`config.mk`:
```
export PLATFORM = sky130hd
export DESIGN_NAME = rx_chunker
export DESIGN_NICKNAME = d
export VERILOG_FILES = /design/src/rtl/rx_chunker.sv
export SDC_FILE = /design/constraint.sdc
export NUM_CORES = 1
export LEC_CHECK = 0
export BUFFER_PORTS_ARGS = -buffer_cell sky130_fd_sc_hd__clkbuf_2
export CAP_MARGIN = 40
export CORE_ASPECT_RATIO = 0.75
export CORE_UTILIZATION = 35
export DETAILED_ROUTE_END_ITERATION = 16
export SLEW_MARGIN = 20
export SYNTH_ARGS = -nofsm -noshare
export SYNTH_HDL_FRONTEND = slang
export SYNTH_SLANG_ARGS = --single-unit
```
`constraint.sdc`:
```
create_clock -name CLK -period 3.9 [get_ports CLK]
set_input_delay 0.39 -clock CLK [delete_from_list [all_inputs] [get_ports CLK]]
set_output_delay 0.39 -clock CLK [all_outputs]
set_load 0.005 [all_outputs]
```
`src/rtl/rx_chunker.sv`:
```
// UART frame chunker: assembles [type, length N, N payload bytes] frames into a
// parallel chunk register, dropping oversize or stalled frames with an error pulse.
module rx_chunker #(
   parameter int unsigned RX_CONTENT_BUFFER_BYTE_SIZE  = 33,
   parameter int unsigned RX_CONTENT_BUFFER_INDEX_SIZE = 32,
   parameter int unsigned RX_TIMEOUT_CYCLES            = 1000000
) (
   input  logic                                       CLK,
   input  logic                                       RSTN,
   input  logic [7:0]                                 rx_byte,
   input  logic                                       rx_byte_valid,
   output logic [7:0]                                 rx_chunk_type,
   output logic [RX_CONTENT_BUFFER_BYTE_SIZE*8-1:0]   rx_chunk_bytes,
   output logic [RX_CONTENT_BUFFER_INDEX_SIZE-1:0]    rx_chunk_byte_size,
   output logic                                       rx_is_chunk_ready,
   output logic                                       rx_chunk_error
);

   localparam int unsigned NB = RX_CONTENT_BUFFER_BYTE_SIZE;
   localparam int unsigned BW = NB * 8;
   localparam int unsigned IW = RX_CONTENT_BUFFER_INDEX_SIZE;
   localparam int unsigned TW = $clog2(RX_TIMEOUT_CYCLES + 1);

   typedef enum logic [1:0] {IDLE, LEN, PAYLOAD, DISCARD} state_t;

   state_t          state;
   logic [7:0]      asm_type;
   logic [BW-1:0]   asm_buf;
   logic [7:0]      asm_len;
   logic [7:0]      idx;
   logic [TW-1:0]   tmo_cnt;

   logic [BW-1:0]   buf_next;
   logic            last_byte;

   // Assembly buffer with the incoming byte merged at the current index
   always_comb begin
      buf_next = asm_buf;
      if (32'(idx) < NB) begin
         buf_next[8*int'(idx) +: 8] = rx_byte;
      end
      last_byte = ((32'(idx) + 32'd1) == 32'(asm_len));
   end

   always_ff @(posedge CLK or negedge RSTN) begin
      if (!RSTN) begin
         state              <= IDLE;
         asm_type           <= '0;
         asm_buf            <= '0;
         asm_len            <= '0;
         idx                <= '0;
         tmo_cnt            <= '0;
         rx_chunk_type      <= '0;
         rx_chunk_bytes     <= '0;
         rx_chunk_byte_size <= '0;
         rx_is_chunk_ready  <= 1'b0;
         rx_chunk_error     <= 1'b0;
      end else begin
         rx_is_chunk_ready <= 1'b0;
         rx_chunk_error    <= 1'b0;
         if (rx_byte_valid) begin
            // A valid byte always beats a coincident timeout
            tmo_cnt <= '0;
            case (state)
               IDLE: begin
                  asm_type <= rx_byte;
                  asm_buf  <= '0;
                  idx      <= '0;
                  state    <= LEN;
               end
               LEN: begin
                  asm_len <= rx_byte;
                  if (rx_byte == 8'd0) begin
                     rx_chunk_type      <= asm_type;
                     rx_chunk_bytes     <= asm_buf;
                     rx_chunk_byte_size <= '0;
                     rx_is_chunk_ready  <= 1'b1;
                     state              <= IDLE;
                  end else if (32'(rx_byte) <= NB) begin
                     state <= PAYLOAD;
                  end else begin
                     state <= DISCARD;
                  end
               end
               PAYLOAD: begin
                  asm_buf <= buf_next;
                  idx     <= idx + 8'd1;
                  if (last_byte) begin
                     rx_chunk_type      <= asm_type;
                     rx_chunk_bytes     <= buf_next;
                     rx_chunk_byte_size <= IW'(asm_len);
                     rx_is_chunk_ready  <= 1'b1;
                     state              <= IDLE;
                  end
               end
               DISCARD: begin
                  asm_len <= asm_len - 8'd1;
                  if (asm_len == 8'd1) begin
                     rx_chunk_error <= 1'b1;
                     state          <= IDLE;
                  end
               end
               default: state <= IDLE;
            endcase
         end else if (state == IDLE) begin
            tmo_cnt <= '0;
         end else if (tmo_cnt == TW'(RX_TIMEOUT_CYCLES - 1)) begin
            // Inter-byte silence inside a frame: abandon it
            tmo_cnt        <= '0;
            rx_chunk_error <= 1'b1;
            state          <= IDLE;
         end else begin
            tmo_cnt <= tmo_cnt + TW'(1);
         end
      end
   end

endmodule
```
### After elaboration in Yosys (flattened, before gate mapping)

Cells that the tools add are included.

| storage, ports and cells | value |
|---|---|
| output and inout bits | 306 |
| bits in registers | 616 |

| cells by class | value |
|---|---|
| add/sub/neg operators | 5 |
| equality and inequality tests | 11 |
| shifts and indexed selects | 2 |
| $lt $le $gt $ge | 2 |
| multiplexer cells | 34 |
| reductions and logical operators | 11 |

Operators with widths:

| kind | count |
|---|---|
| $pmux 264 s2 | 2 |
| $mux 264 | 3 |
| $bwmux 264 | 1 |
| $shift 8x33->264 const A | 1 |
| $shiftx 8x33->264 | 1 |
| $mux 32 | 2 |
| $pmux 32 s2 | 1 |
| $mux 20 | 3 |
| $pmux 8 s2 | 3 |
| $neg 11->33 | 1 |
| $add 20x1->20 const B | 1 |
| $eq 20x20->1 const B | 1 |
| $mux 8 | 2 |
| $mux 2 | 6 |
| $add 8x1->9 const B | 1 |
| $eq 9x8->1 | 1 |
| $mux 1 | 9 |
| $add 8x1->8 const B | 1 |
| $eq 8x1->1 const B | 1 |
| $le 8x6->1 const B | 1 |
| $logic_not 8->1 | 1 |
| $lt 8x6->1 const B | 1 |
| $pmux 2 s4 | 1 |
| $reduce_and 4->1 | 2 |
| other kinds (9) | 18 |

### Depth between registers and ports, before layout

| depth | value |
|---|---|
| depth after elaboration | 6 |
| gate-level depth with buffers | 15 |

### Least setup slack after synthesis

Ideal clock, no wire load.

| timing path | value |
|---|---|
| path kind | reg-to-reg |
| start | register idx[2] |
| end | register rx_chunk_bytes[80] |
| path slack | 399 ps |
| data arrival time | 3,376 ps |
| path buffers | 2 |
| period minus slack after synthesis | 3,501 ps |
| required time | 3,775 ps |
| cell stages (with the launch flop) | 13 |
| cells stage by stage | dfrtp_1 -> or3_1 -> nor2_1 -> nand2_1 -> ha_1 -> clkbuf_1 -> nor2b_1 -> o41a_1 -> buf_2 -> o2111ai_1 -> nor2_1 -> mux2_2 -> mux2_2 |

| on the way | value |
|---|---|
| word-level cells in the longest chain between the ends | 6 |

RTL lines:

| what | line | RTL |
|---|---|---|
| from (decl) | 30 | `logic [7:0] idx;` |
| from (signal assigned) | 87 | `idx <= idx + 8'd1;` |
| $neg 11->33 | 40 | `buf_next[8*int'(idx) +: 8] = rx_byte;` |
| $shiftx 8x33->264 / $shift 8x33->264 (equally long branches) | 40 |  |
| $bwmux 264 | 40 |  |
| $mux 264 | 39 | `if (32'(idx) < NB) begin` |
| $mux 264 | 88 | `if (last_byte) begin` |
| $pmux 264 s2 | 64 | `case (state)` |
| to (signal assigned) | 75 | `rx_chunk_bytes <= asm_buf;` |
| to (signal assigned) | 90 | `rx_chunk_bytes <= buf_next;` |
| to (decl) | 13 | `output logic [RX_CONTENT_BUFFER_BYTE_SIZE*8-1:0] rx_chunk_bytes,` |

Parallel ways exist; a longest one is shown, timed or not. The select of a mux whose other input is x is not followed.
A chain may end at the register's enable or synchronous reset.

### Worst setup path in the final report

| timing path | value |
|---|---|
| start | register idx[0] |
| end | register rx_chunk_bytes[232] |

Same word-level chain as after synthesis.

==> flow_summary.ini <==
[placement]
io_buffers = 292
dpl.hpwl_um = 67800
gp_congestion = 0.925
place_ws_ns = 0.0989

[grt]
first_global_vias = 21360
grt_start_max_net_pins = 114
overflow = 0
antenna_found_initial = 0
grtUsageTotal_pct = 23.6
grt_pass1_wl_um = 144000

[floorplan]
initial_core_util_pct = 35.6
rows = 89
die_w_um = 330
die_h_um = 248
dieArea_um2 = 81600
core_um2 = 79200
num_io_pins = 317

[layout]
syn2layout_area_growth_pct = 19.5
finish.utilization_pct = 42.5
fin_nets = 2682
drive_above_1_share_pct = 40.1
n_antenna_cell = 0
final_cell_mix = 592 x dfrtp_1, 486 x mux2_2, 292 x clkbuf_2
final_common_cell = dfrtp_1

[worst_setup_path]
cp_slowest_cell = nor2_2
critPathBufInv = 0
crit_top_cell = mux2_2
crit_required_ns = 4.40
cp-start-kind = flop
crit_type = flop to flop
critPathCaptureType = flop
crit_arrival_ns = 4.31
path_cells = or3_1 > nor2_1 > nand2_1 > ha_1 > nor2b_1 > o41a_1 > nand3_1 > nor2_2 > mux2_2 > mux2_2
cp_slowest_stage_delay_ns = 0.57
cpLargestDelayFamily = simple AND/OR/NAND/NOR gates
cp_max_fo = 8

[routing]
first_iter_violations = 1959
vias = 21041
dr.pass1.iters = 7
drc = 0
drt_wl_total_um = 97000
wl_per_cell_um = 25.9
vias_per_cell = 5.61
antenna_left = 0

[timing]
fin_skew_ns = 0.0320
fin_tns_setup_ns = 0
relSlewSlack_pct = 44.7
final.min_clock_period_ns = 3.81
period_share_pct = 97.7
hold_viol_final = 0
rsz0062_at_grt = true
drv_slew = 0
fmax_mhz = 263
worstMarginPinSlew_ns = 0.830
setup_ws_ns = 0.0909
fin_hold_ws_ns = 0.174
setup_violations = 0

[synthesis]
netlist_instances = 2313
synth_warnings = 0
synth_edf_count = 0
ys_seq_elements = 592
ys_seq_area_share_pct = 52.6
synth_ff_type = dfrtp_1
async_flop_share_pct = 100
synth_cell_type_count = 77
netlist_area_um2 = 28200
synth_area_per_cell_um2 = 12.2

[power]
power.density_nw_per_um2 = 508
power.total_w = 0.0171
leakage_nw = 15.8
ir_drop_mv = 0.398

[cts]
clockRootBuffer = clkbuf_16
insertion_delay_ns = 0.62
cts_max_level = 3
cts_buffer_depth = 3
cts_tree = done
numCtsBuffers = 66
cts_sinks = 592
post_cts_buffers = 0
clk_pin_slew_worst_paths_ns = 0.06

[hold_path]
hold_class = input pin to flop

[flow_run]
cap_violations = 0

[run_status]
outcome = complete, no violations
layer usage:
metal  part of all wire [%]  global-route usage, %  vias to the layer above
met5                      0                      0                        -
met4                    2.6                   6.82                        0
met3                    7.1                   4.20                      156
met2                     46                   37.1                      866
met1                     44                   33.3                    10894
li1                       -                      -                     9125
worst reg2reg max path, delay by kind of cell (launching register included):
kind,cells,cell delay [ns]
adder cells (fa/ha/maj),1,0.29
multiplexers,2,0.72
AO/OA/AOI/OAI,1,0.43
flip-flops,1,0.40
AND/OR/NAND/NOR,6,1.85
cells in the mapped netlist, types with 28 or more instances:
| cell type | instances | area share [%] |
|---|---|---|
| buf_2 | 56 | 1.0 |
| mux2_2 | 486 | 19 |
| nor3_1 | 28 | 0.50 |
| nor2_1 | 178 | 2.4 |
| mux2i_1 | 30 | 1.1 |
| dfrtp_1 | 592 | 53 |
| nand2_1 | 116 | 1.5 |
| buf_4 | 30 | 0.80 |
| clkbuf_1 | 94 | 1.3 |
| o2bb2ai_1 | 229 | 7.1 |
| o21ai_0 | 53 | 0.94 |
| inv_1 | 49 | 0.65 |
flip-flops by register name (all words and copies together), names as in the netlist:
signal	flops
asm_buf	264
asm_len	8
asm_type	8
idx	8
rx_chunk_byte_size	8
rx_chunk_bytes	264
rx_chunk_error	1
rx_chunk_type	8
rx_is_chunk_ready	1
state	2
tmo_cnt	20
per-stage QoR:
| stage | cells | cell area, um^2 |
|---|---|---|
| after CTS | 3749 | 33600 |
| after global placement | 3633 | 31400 |
| final | 3750 | 33700 |
| after global routing | 3750 | 33700 |
| after detailed placement | 3636 | 31400 |
| after floorplan | 2336 | 28200 |
cell families after synthesis:
group                    count (synthesis)  share of synthesized area [%]
flip-flops                             592                           52.6
multiplexers                           516                           20.5
AND/OR/NAND/NOR                        485                           9.01
AO/OA/AOI/OAI                          443                           12.5
buffers and inverters                  231                           3.75
XOR/XNOR                                34                           1.13
adder cells (fa/ha/maj)                 11                          0.489
other                                    1                         0.0133
where the power goes:
part           switching (W)  internal, W
clock                0.00258      0.00380
sequential          0.000184      0.00633
combinational        0.00312      0.00111
worst paths after layout:
| path | startpoint | endpoint | slack, ns | cells past startpoint |
|---|---|---|---|---|
| max in group asynchronous | RSTN | rx_chunk_bytes[12]$_DFFE_PN0P_ | 2.32 | 3 |
| min | rx_byte[0] | asm_buf[0]$_DFFE_PN0P_ | 0.17 | 2 |
| min in group asynchronous | RSTN | rx_chunk_bytes[126]$_DFFE_PN0P_ | 0.40 | 2 |
| min reg2reg | asm_buf[247]$_DFFE_PN0P_ | asm_buf[247]$_DFFE_PN0P_ | 0.48 | 2 |
| max | idx[0]$_DFFE_PN0P_ | rx_chunk_bytes[232]$_DFFE_PN0P_ | 0.09 | 10 |
| max reg2reg | idx[0]$_DFFE_PN0P_ | rx_chunk_bytes[232]$_DFFE_PN0P_ | 0.09 | 10 |
repair_timing:
item                                    4_1_cts  5_1_grt
hold endpoints to repair                     85        0
hold buffers                                  1        0
resized for setup                             0        5
endpoints found under the setup margin        0       34
final cells by class:
cell class	instances	area, um^2
Fill cell	7390	45500
Sequential cell	592	14800
Multi-Input combinational cell	1513	12500
Timing Repair Buffer	438	2710
Clock buffer	91	1940
Tap cell	1046	1310
Clock inverter	21	250
Inverter	49	184
No activity file was read; power rests on OpenSTA's default activity.
